--- src/rtl/myprotocol_pkg.sv ---
// Shared types and defaults for the sig1/sig2 toggle-protocol monitor.
package myprotocol_pkg;

    typedef enum logic [1:0] {IDLE, BURST, DONE} mon_state_t;

    localparam int EXP_TOGGLES_DEF = 10;
    localparam int GAP_CYCLES_DEF  = 4;
    localparam int CNT_W_DEF       = 8;
    localparam int NUM_LINES       = 2;

    localparam logic SIG1_IDLE = 1'b0;
    localparam logic SIG2_IDLE = 1'b1;

endpackage

--- src/rtl/myprotocol_edge_det.sv ---
// Per-line front end: optional 2-flop synchronizer, previous-sample reg, toggle detect.
// Define MYPROTO_MON_SYNC_EN to insert the synchronizer (adds 2 cycles of latency).
module myprotocol_edge_det #(
    parameter logic IDLE_LVL = 1'b0
) (
    input  logic clk,
    input  logic rst,
    input  logic sig,
    output logic toggle
);
    logic line;
    logic line_q;

`ifdef MYPROTO_MON_SYNC_EN
    logic [1:0] sync;

    // Reset to the idle level so leaving reset never looks like a transition.
    always_ff @(posedge clk) begin
        if (rst) sync <= {2{IDLE_LVL}};
        else     sync <= {sync[0], sig};
    end

    assign line = sync[1];
`else
    assign line = sig;
`endif

    always_ff @(posedge clk) begin
        if (rst) line_q <= IDLE_LVL;
        else     line_q <= line;
    end

    assign toggle = line ^ line_q;

endmodule

--- src/rtl/myprotocol_monitor.sv ---
// Receive-side checker for the sig1/sig2 toggle protocol: counts toggles per burst, reports pass/fail.
// Define MYPROTO_MON_SYNC_EN to synchronize asynchronous lines before toggle detect.
module myprotocol_monitor
    import myprotocol_pkg::*;
#(
    parameter int EXP_TOGGLES = EXP_TOGGLES_DEF,
    parameter int GAP_CYCLES  = GAP_CYCLES_DEF,
    parameter int CNT_W       = CNT_W_DEF
) (
    input  logic             clk,
    input  logic             rst,
    input  logic             sig1,
    input  logic             sig2,
    output logic             busy,
    output logic             done,
    output logic             pass,
    output logic [CNT_W-1:0] cnt1,
    output logic [CNT_W-1:0] cnt2,
    output logic [CNT_W-1:0] err_cnt
);
    localparam int GAP_W = (GAP_CYCLES < 2) ? 1 : $clog2(GAP_CYCLES);
    localparam logic [GAP_W-1:0] GAP_LAST = GAP_W'(GAP_CYCLES - 1);
    localparam logic [CNT_W-1:0] CNT_MAX  = {CNT_W{1'b1}};
    // An expected count beyond the counter range can never be matched.
    localparam bit               EXP_OK   = (longint'(EXP_TOGGLES) >= 0) &&
                                            (longint'(EXP_TOGGLES) <= longint'(CNT_MAX));
    localparam logic [CNT_W-1:0] EXP_C    = CNT_W'(EXP_TOGGLES);
    localparam logic [NUM_LINES-1:0] IDLE_LVLS = {SIG2_IDLE, SIG1_IDLE};

    mon_state_t                       state;
    logic [NUM_LINES-1:0]             lines;
    logic [NUM_LINES-1:0]             tog;
    logic                             any_tog;
    logic [NUM_LINES-1:0][CNT_W-1:0]  cnt_int;
    logic [NUM_LINES-1:0][CNT_W-1:0]  cnt_inc;
    logic [GAP_W-1:0]                 gap;
    logic                             line_pass;

    assign lines   = {sig2, sig1};
    assign any_tog = |tog;

    for (genvar i = 0; i < NUM_LINES; i++) begin : g_line
        myprotocol_edge_det #(
            .IDLE_LVL (IDLE_LVLS[i])
        ) u_edge (
            .clk    (clk),
            .rst    (rst),
            .sig    (lines[i]),
            .toggle (tog[i])
        );
    end

    // Saturating per-line increment; counts are zero in IDLE/DONE so this also seeds a new burst.
    always_comb begin
        cnt_inc = cnt_int;
        for (int i = 0; i < NUM_LINES; i++) begin
            if (tog[i] && (cnt_int[i] != CNT_MAX)) cnt_inc[i] = cnt_int[i] + CNT_W'(1);
        end
    end

    always_comb begin
        line_pass = EXP_OK;
        for (int i = 0; i < NUM_LINES; i++) begin
            if (cnt_int[i] != EXP_C) line_pass = 1'b0;
        end
    end

    // Results are loaded on the edge entering DONE so they are visible during the DONE cycle.
    always_ff @(posedge clk) begin
        if (rst) begin
            state   <= IDLE;
            busy    <= 1'b0;
            done    <= 1'b0;
            pass    <= 1'b0;
            cnt1    <= '0;
            cnt2    <= '0;
            err_cnt <= '0;
            cnt_int <= '0;
            gap     <= '0;
        end else begin
            done <= 1'b0;
            unique case (state)
                IDLE: begin
                    if (any_tog) begin
                        state   <= BURST;
                        busy    <= 1'b1;
                        cnt_int <= cnt_inc;
                        gap     <= '0;
                    end
                end
                BURST: begin
                    if (any_tog) begin
                        cnt_int <= cnt_inc;
                        gap     <= '0;
                    end else if (gap == GAP_LAST) begin
                        state   <= DONE;
                        busy    <= 1'b0;
                        done    <= 1'b1;
                        pass    <= line_pass;
                        cnt1    <= cnt_int[0];
                        cnt2    <= cnt_int[1];
                        if (!line_pass && (err_cnt != CNT_MAX)) err_cnt <= err_cnt + CNT_W'(1);
                        cnt_int <= '0;
                        gap     <= '0;
                    end else begin
                        gap <= gap + GAP_W'(1);
                    end
                end
                DONE: begin
                    if (any_tog) begin
                        state   <= BURST;
                        busy    <= 1'b1;
                        cnt_int <= cnt_inc;
                        gap     <= '0;
                    end else begin
                        state <= IDLE;
                    end
                end
                default: state <= IDLE;
            endcase
        end
    end

endmodule

--- config.mk ---
export PLATFORM = sky130hd
export DESIGN_NAME = myprotocol_monitor
export DESIGN_NICKNAME = d
export VERILOG_FILES = /design/src/rtl/myprotocol_pkg.sv /design/src/rtl/myprotocol_edge_det.sv /design/src/rtl/myprotocol_monitor.sv
export SDC_FILE = /design/constraint.sdc
export NUM_CORES = 1
export LEC_CHECK = 0
export ABC_CLOCK_PERIOD_IN_PS = 2300
export CAP_MARGIN = 10
export CORE_UTILIZATION = 50
export DETAILED_ROUTE_END_ITERATION = 8
export HOLD_SLACK_MARGIN = 0.08
export PLACE_DENSITY_LB_ADDON = 0.1
export SYNTH_ARGS = -nofsm -noshare
export SYNTH_HDL_FRONTEND = slang
export SYNTH_SLANG_ARGS = --single-unit
--- constraint.sdc ---
create_clock -name clk -period 2.3 [get_ports clk]
set_clock_uncertainty 0.1 [all_clocks]
set_input_delay 0.46 -clock clk [delete_from_list [all_inputs] [get_ports clk]]
set_output_delay 0.46 -clock clk [all_outputs]
set_load 0.1 [all_outputs]
== Word level (Yosys, flattened, before mapping) ==
Index checks and enable logic that the tools add are counted.

* Register bits: 49
* Input bits: 4
* Output and inout bits: 27
* Word-level logic and storage cells: 70

* Add/subtract/negate cells: 4
* Eq/ne operators: 13
* Muxes and demuxes: 22
* Bitwise gates (word level): 4
* Reduce and logical (&&, ||, !) cells: 15

{| class="wikitable"
|+ Operators with widths
! operator !! number
|-
| $mux 16 || 3
|-
| $pmux 16 s2 || 1
|-
| $add 8x1->8 const B || 3
|-
| $ne 8x8->1 const B || 3
|-
| $mux 8 || 2
|-
| $ne 8x4->1 const B || 2
|-
| $mux 2 || 6
|-
| $reduce_and 3->1 || 3
|-
| $reduce_and 4->1 || 2
|-
| $mux 1 || 7
|-
| $ne 2x2->1 const B || 3
|-
| $pmux 2 s3 || 1
|-
| $eq 2x2->1 const B || 2
|-
| $pmux 2 s2 || 1
|-
| $reduce_or 2->1 || 2
|-
| $reduce_or 4->1 || 1
|-
| $logic_and 1x1->1 || 3
|-
| $ne 3x3->1 const B || 1
|-
| $add 2x1->2 const B || 1
|-
| $eq 2x1->1 const B || 1
|-
| $logic_not 2->1 || 1
|-
| $ne 2x1->1 const B || 1
|-
| $not 1->1 || 2
|-
| $pmux 1 s2 || 1
|-
| 4 further kinds || 5
|}

== Logic depth before layout (Yosys ltp) ==
* Depth in word-level cells: 6
* Gate-level depth with buffers: 8
* Mapped depth without buffers: 7

== By module ==
From an unflattened synthesis, not the netlist that was laid out.

* Cell total of the unflattened synthesis: 266
* Area, all modules: 2290.9 sq um

{| class="wikitable"
|+ Modules (own cells, without submodules)
! module !! times used !! cells each !! area an instance (sq um) !! seq. area each (sq um)
|-
| myprotocol_monitor || 1 || 260 || 2220.9 || 940.9
|-
| myprotocol_edge_det || 2 || 3 || 35.0 || 20.0
|}

== Least setup slack after synthesis ==
Ideal clock, no wire load.

* Path type: flip-flop to flip-flop
* From: reg err_cnt[0]
* To: reg err_cnt[1]
* Arrival: 2112 ps
* Path slack: -40 ps
* Cell stages (with the launch flop): 7
* Cell sequence: dfxtp_1 > ha_1 > nand2_1 > o311ai_1 > buf_2 > mux2i_1 > nor2_1

* Word-level cells in the longest chain between the ends: 3
* Elaborated cells on any way between the ends: 4

{| class="wikitable"
|+ RTL lines
! item !! RTL line !! RTL
|-
| from (decl) || myprotocol_monitor.sv:19 || <nowiki>output logic [CNT_W-1:0] err_cnt</nowiki>
|-
| from (signal assigned) || myprotocol_monitor.sv:102 || <nowiki>if (!line_pass && (err_cnt != CNT_MAX)) err_cnt <= err_cnt + CNT_W'(1);</nowiki>
|-
| parallel branches: the longest is 3 deep, another holds $add 8x1->8 || -- ||
|}

Parallel ways; which one is timed is not known.
A chain may end at the register's enable or synchronous reset.

== Worst setup path after layout ==
* From: in sig2
* To: reg err_cnt[5]

* Word-level cells in the longest chain between the ends: 4

{| class="wikitable"
|+ RTL lines
! item !! RTL line !! RTL
|-
| from (decl) || myprotocol_monitor.sv:13 || <nowiki>input logic sig2,</nowiki>
|-
| $xor 1x1->1 || myprotocol_edge_det.sv:33 || <nowiki>assign toggle = line ^ line_q;</nowiki>
|-
| $reduce_or 2->1 || myprotocol_monitor.sv:40 || <nowiki>assign any_tog = |tog;</nowiki>
|-
| $not 1->1 (no source line) || -- ||
|-
| $reduce_and 4->1 (no source line) || -- ||
|}

No other way between the ends.

==> metrics.md <==
| Metric | Value |
|---|---|
| Antenna violations before repair | 0 |
| Hold endpoint | busy |
| Pwr/cell area | 574.4 nW/um^2 |
| Final nets | 291 |
| Tightest Pin Transition | 0.6836 ns |
| DR iter-0 viols | 80 |
| WL met2 | 1.763 mm |
| Pin count of the biggest net entering global routing | 21 |
| Root Buffer | clkbuf_8 |
| Most frequent cell after synthesis | dfxtp_1 |
| DP Wirelength | 2.936 mm |
| Worst r2r path cells | 7 |
| Area leader, netlist | dfxtp_1 |
| Wire length per cell | 12.19 um |
| WHS Path Cells | 2 |
| Setup Viol. Count Final | 0 |
| Asr flop ratio synth | 0% |
| Syn Inst Count | 235 |
| Clock transition at path regs | 0.08 ns |
| Core Region | 4058 um^2 |
| Layout cell share with drive strength beyond 1 | 19.93% |
| Slew Viols, Final | 0 |
| Row count | 23 |
| Post-CTS Setup Bufs | 0 |
| Critical setup path kind | in2reg |
| Critical path arrival | 2.28 ns |
| R2R setup slack | 0.21 ns |
| DIE AREA | 4573 um^2 |
| Total GRT Usage | 19.82% |
| Post-synth EDFFs | 0 |
| M1 WL | 2.089 mm |
| CP Capture Type | flop |
| Clock sink count | 49 |
| Vias in the first global route | 1492 |
| Hold Path Class | reg2reg |
| Max-cap violation count | 0 |
| Post-route cell area | 2653 um^2 |
| Maximum clock path buffer count | 2 |
| Die X | 67.63 um |
| R2R Path End | err_cnt[1] |
| Status | complete, no violations |
| CTS tree | done |
| I/O pin count | 31 |
| CP required | 2.43 ns |
| Cell variety after synth | 41 |
| Via count | 1724 |
| Synth top cells by count | dfxtp_1 (49), nor2_1 (40), mux2i_1 (18), nand2_1 (15), nand3_1 (9) |
| DP Area | 2566 um^2 |
| Clk_lat worst skew | 0.29 ns |
| Yosys reg bits | 49 |
| Post-CTS sizing | 0 |
| RSZ-0062 raised after global routing | no |
| Area Growth Syn to Fin | 23.18% |
| Yosys warns | 0 |
| Final Wtd Congestion | 0.8025 |
| Hold wc startpoint | busy |
| Initial Util | 53.07% |
| VDD IR max | 0.0003097 V |
| Leak pwr | 1.029 nW |
| Grt ovf | 0 |
| Die H | 67.63 um |
| Sequential area share after synthesis | 45.55% |
| Tmin final | 2.146 ns |
| F_max | 466.1 MHz |
| Post-route ant nets | 0 |
| # diodes | 0 |
| RR Startpoint | cnt_int[1] |
| Mapped Avg Cell Area | 9.163 um^2 |
| Total power | 1.523 mW |
| Share of the synthesized area in the top cell type | 45.55% |
| First-pass GRT wire length | 6.803 mm |
| CTS Buf Count | 5 |
| Routed WL | 4.036 mm |
| Fin crit share | 93.29% |
| Slew headroom | 53.71% |
| H-tree depth | 2 |
| DRC Markers | 0 |
| Mapped cell area | 2153 um^2 |
| Highest Signal Layer | met4 |
| Top FF cell, synth | dfxtp_1 |
| Crit path max fanout | 7 |
| Syn Nets | 245 |
| Crit path launch type | input pin |
| Vias/cell | 5.208 |
| DR pass1 iterations | 4 |
| Hold Vio Cnt, Final | 0 |
| Top post-synthesis cells by area | dfxtp_1 (46%), mux2i_1 (8.4%), nor2_1 (7.0%) |
| Met3 routed WL | 136 um |
| I/O Buffers | 30 |
| Hold Buf Count CTS | 0 |
[metrics by stage]
stage	hold slack (ns)	util, %	std cells	setup slack [ns]	setup TNS (ns)
after floorplan	0.3773	-	235	0.02643	0
final	0.3869	65.37	331	0.1543	0
after global placement	0.3632	63.24	324	-0.1366	-0.5108
after global routing	0.4325	65.37	331	0.08209	0
after CTS	0.3907	65.37	331	0.1435	0
after detailed placement	0.3692	63.24	324	-0.1560	-0.6835
[power by group]
| group | switching, mW | internal (mW) | leakage, nW |
|---|---|---|---|
| combinational | 0.0713 | 0.0595 | 0.587 |
| clock | 0.261 | 0.239 | 0.0443 |
| sequential | 0.0274 | 0.866 | 0.398 |
[final cells by class]
cell class	instances	area (um^2)
Sequential cell	49	983.4
Tap cell	50	62.56
Multi-Input combinational cell	171	1114
Fill cell	351	1405
Timing Repair Buffer	49	387.9
Inverter	5	18.77
Clock buffer	7	86.33
[kinds of logic (layout without fill, tap and decap cells)]
family	count (synthesis)	after routing	share of synthesized area (%)
AO/OA/AOI/OAI	30	30	9.704
AND/OR/NAND/NOR	103	103	24.46
flip-flops	49	49	45.55
adder cells (fa/ha/maj)	6	6	3.486
multiplexers	18	18	8.367
XOR/XNOR	14	14	5.694
buffers and inverters	15	61	2.731
[registers in the layout (all words and copies together) (netlist names)]
register,cells
done,1
state,2
gap,2
cnt_int,16
g_line.u_edge.line_q,2
pass,1
cnt2,8
busy,1
cnt1,8
err_cnt,8
[metal layers]
layer / up-vias / global-route usage (%)
li1: 913 / -
met1: 782 / 26.60
met2: 24 / 29.95
met3: 5 / 5.405
met4: 0 / 7.447
met5: - / 0
[worst max path at each step]
stage / startpoint / endpoint / slack (ns) / depth (start not counted)
after CTS: sig2 / err_cnt[5] / 0.14 / 7
after floorplan: err_cnt[3] / err_cnt[1] / 0.03 / 5
after global routing: cnt_int[1] / err_cnt[1] / 0.08 / 7
final: sig2 / err_cnt[5] / 0.15 / 7
after global placement: sig2 / err_cnt[5] / -0.14 / 7
after detailed placement: sig2 / err_cnt[5] / -0.16 / 7
[worst max-delay path: stages]
cell             delay [ns]
clkdlybuf4s50_1        0.43
xor2_1                 0.16
buf_4                  0.14
nor4_4                 0.23
o311ai_1               0.25
or4_1                  0.45
a21oi_1                0.14
[cells in the final DEF, fill, tap and decap left out, types with 2 or more instances in the layout]
master,instances
nor3_1,4
nor4_1,2
nand3b_1,2
nand2_1,15
xnor2_1,6
clkbuf_8,6
and2_1,2
a211oi_1,7
clkdlybuf4s50_1,3
buf_4,45
dfxtp_2,2
nor2_1,40
nand3_1,9
mux2i_1,18
nand2b_1,2
inv_1,5
or2_1,2
nor4bb_1,2
nand4_1,4
o31ai_1,3
and3_1,4
nor3b_1,2
ha_1,6
or4_1,3
and4_1,2
xor2_1,8
a21oi_1,7
dfxtp_1,47
o21ai_1,3
nor2b_1,5
Power figures use the tool's default switching activity.
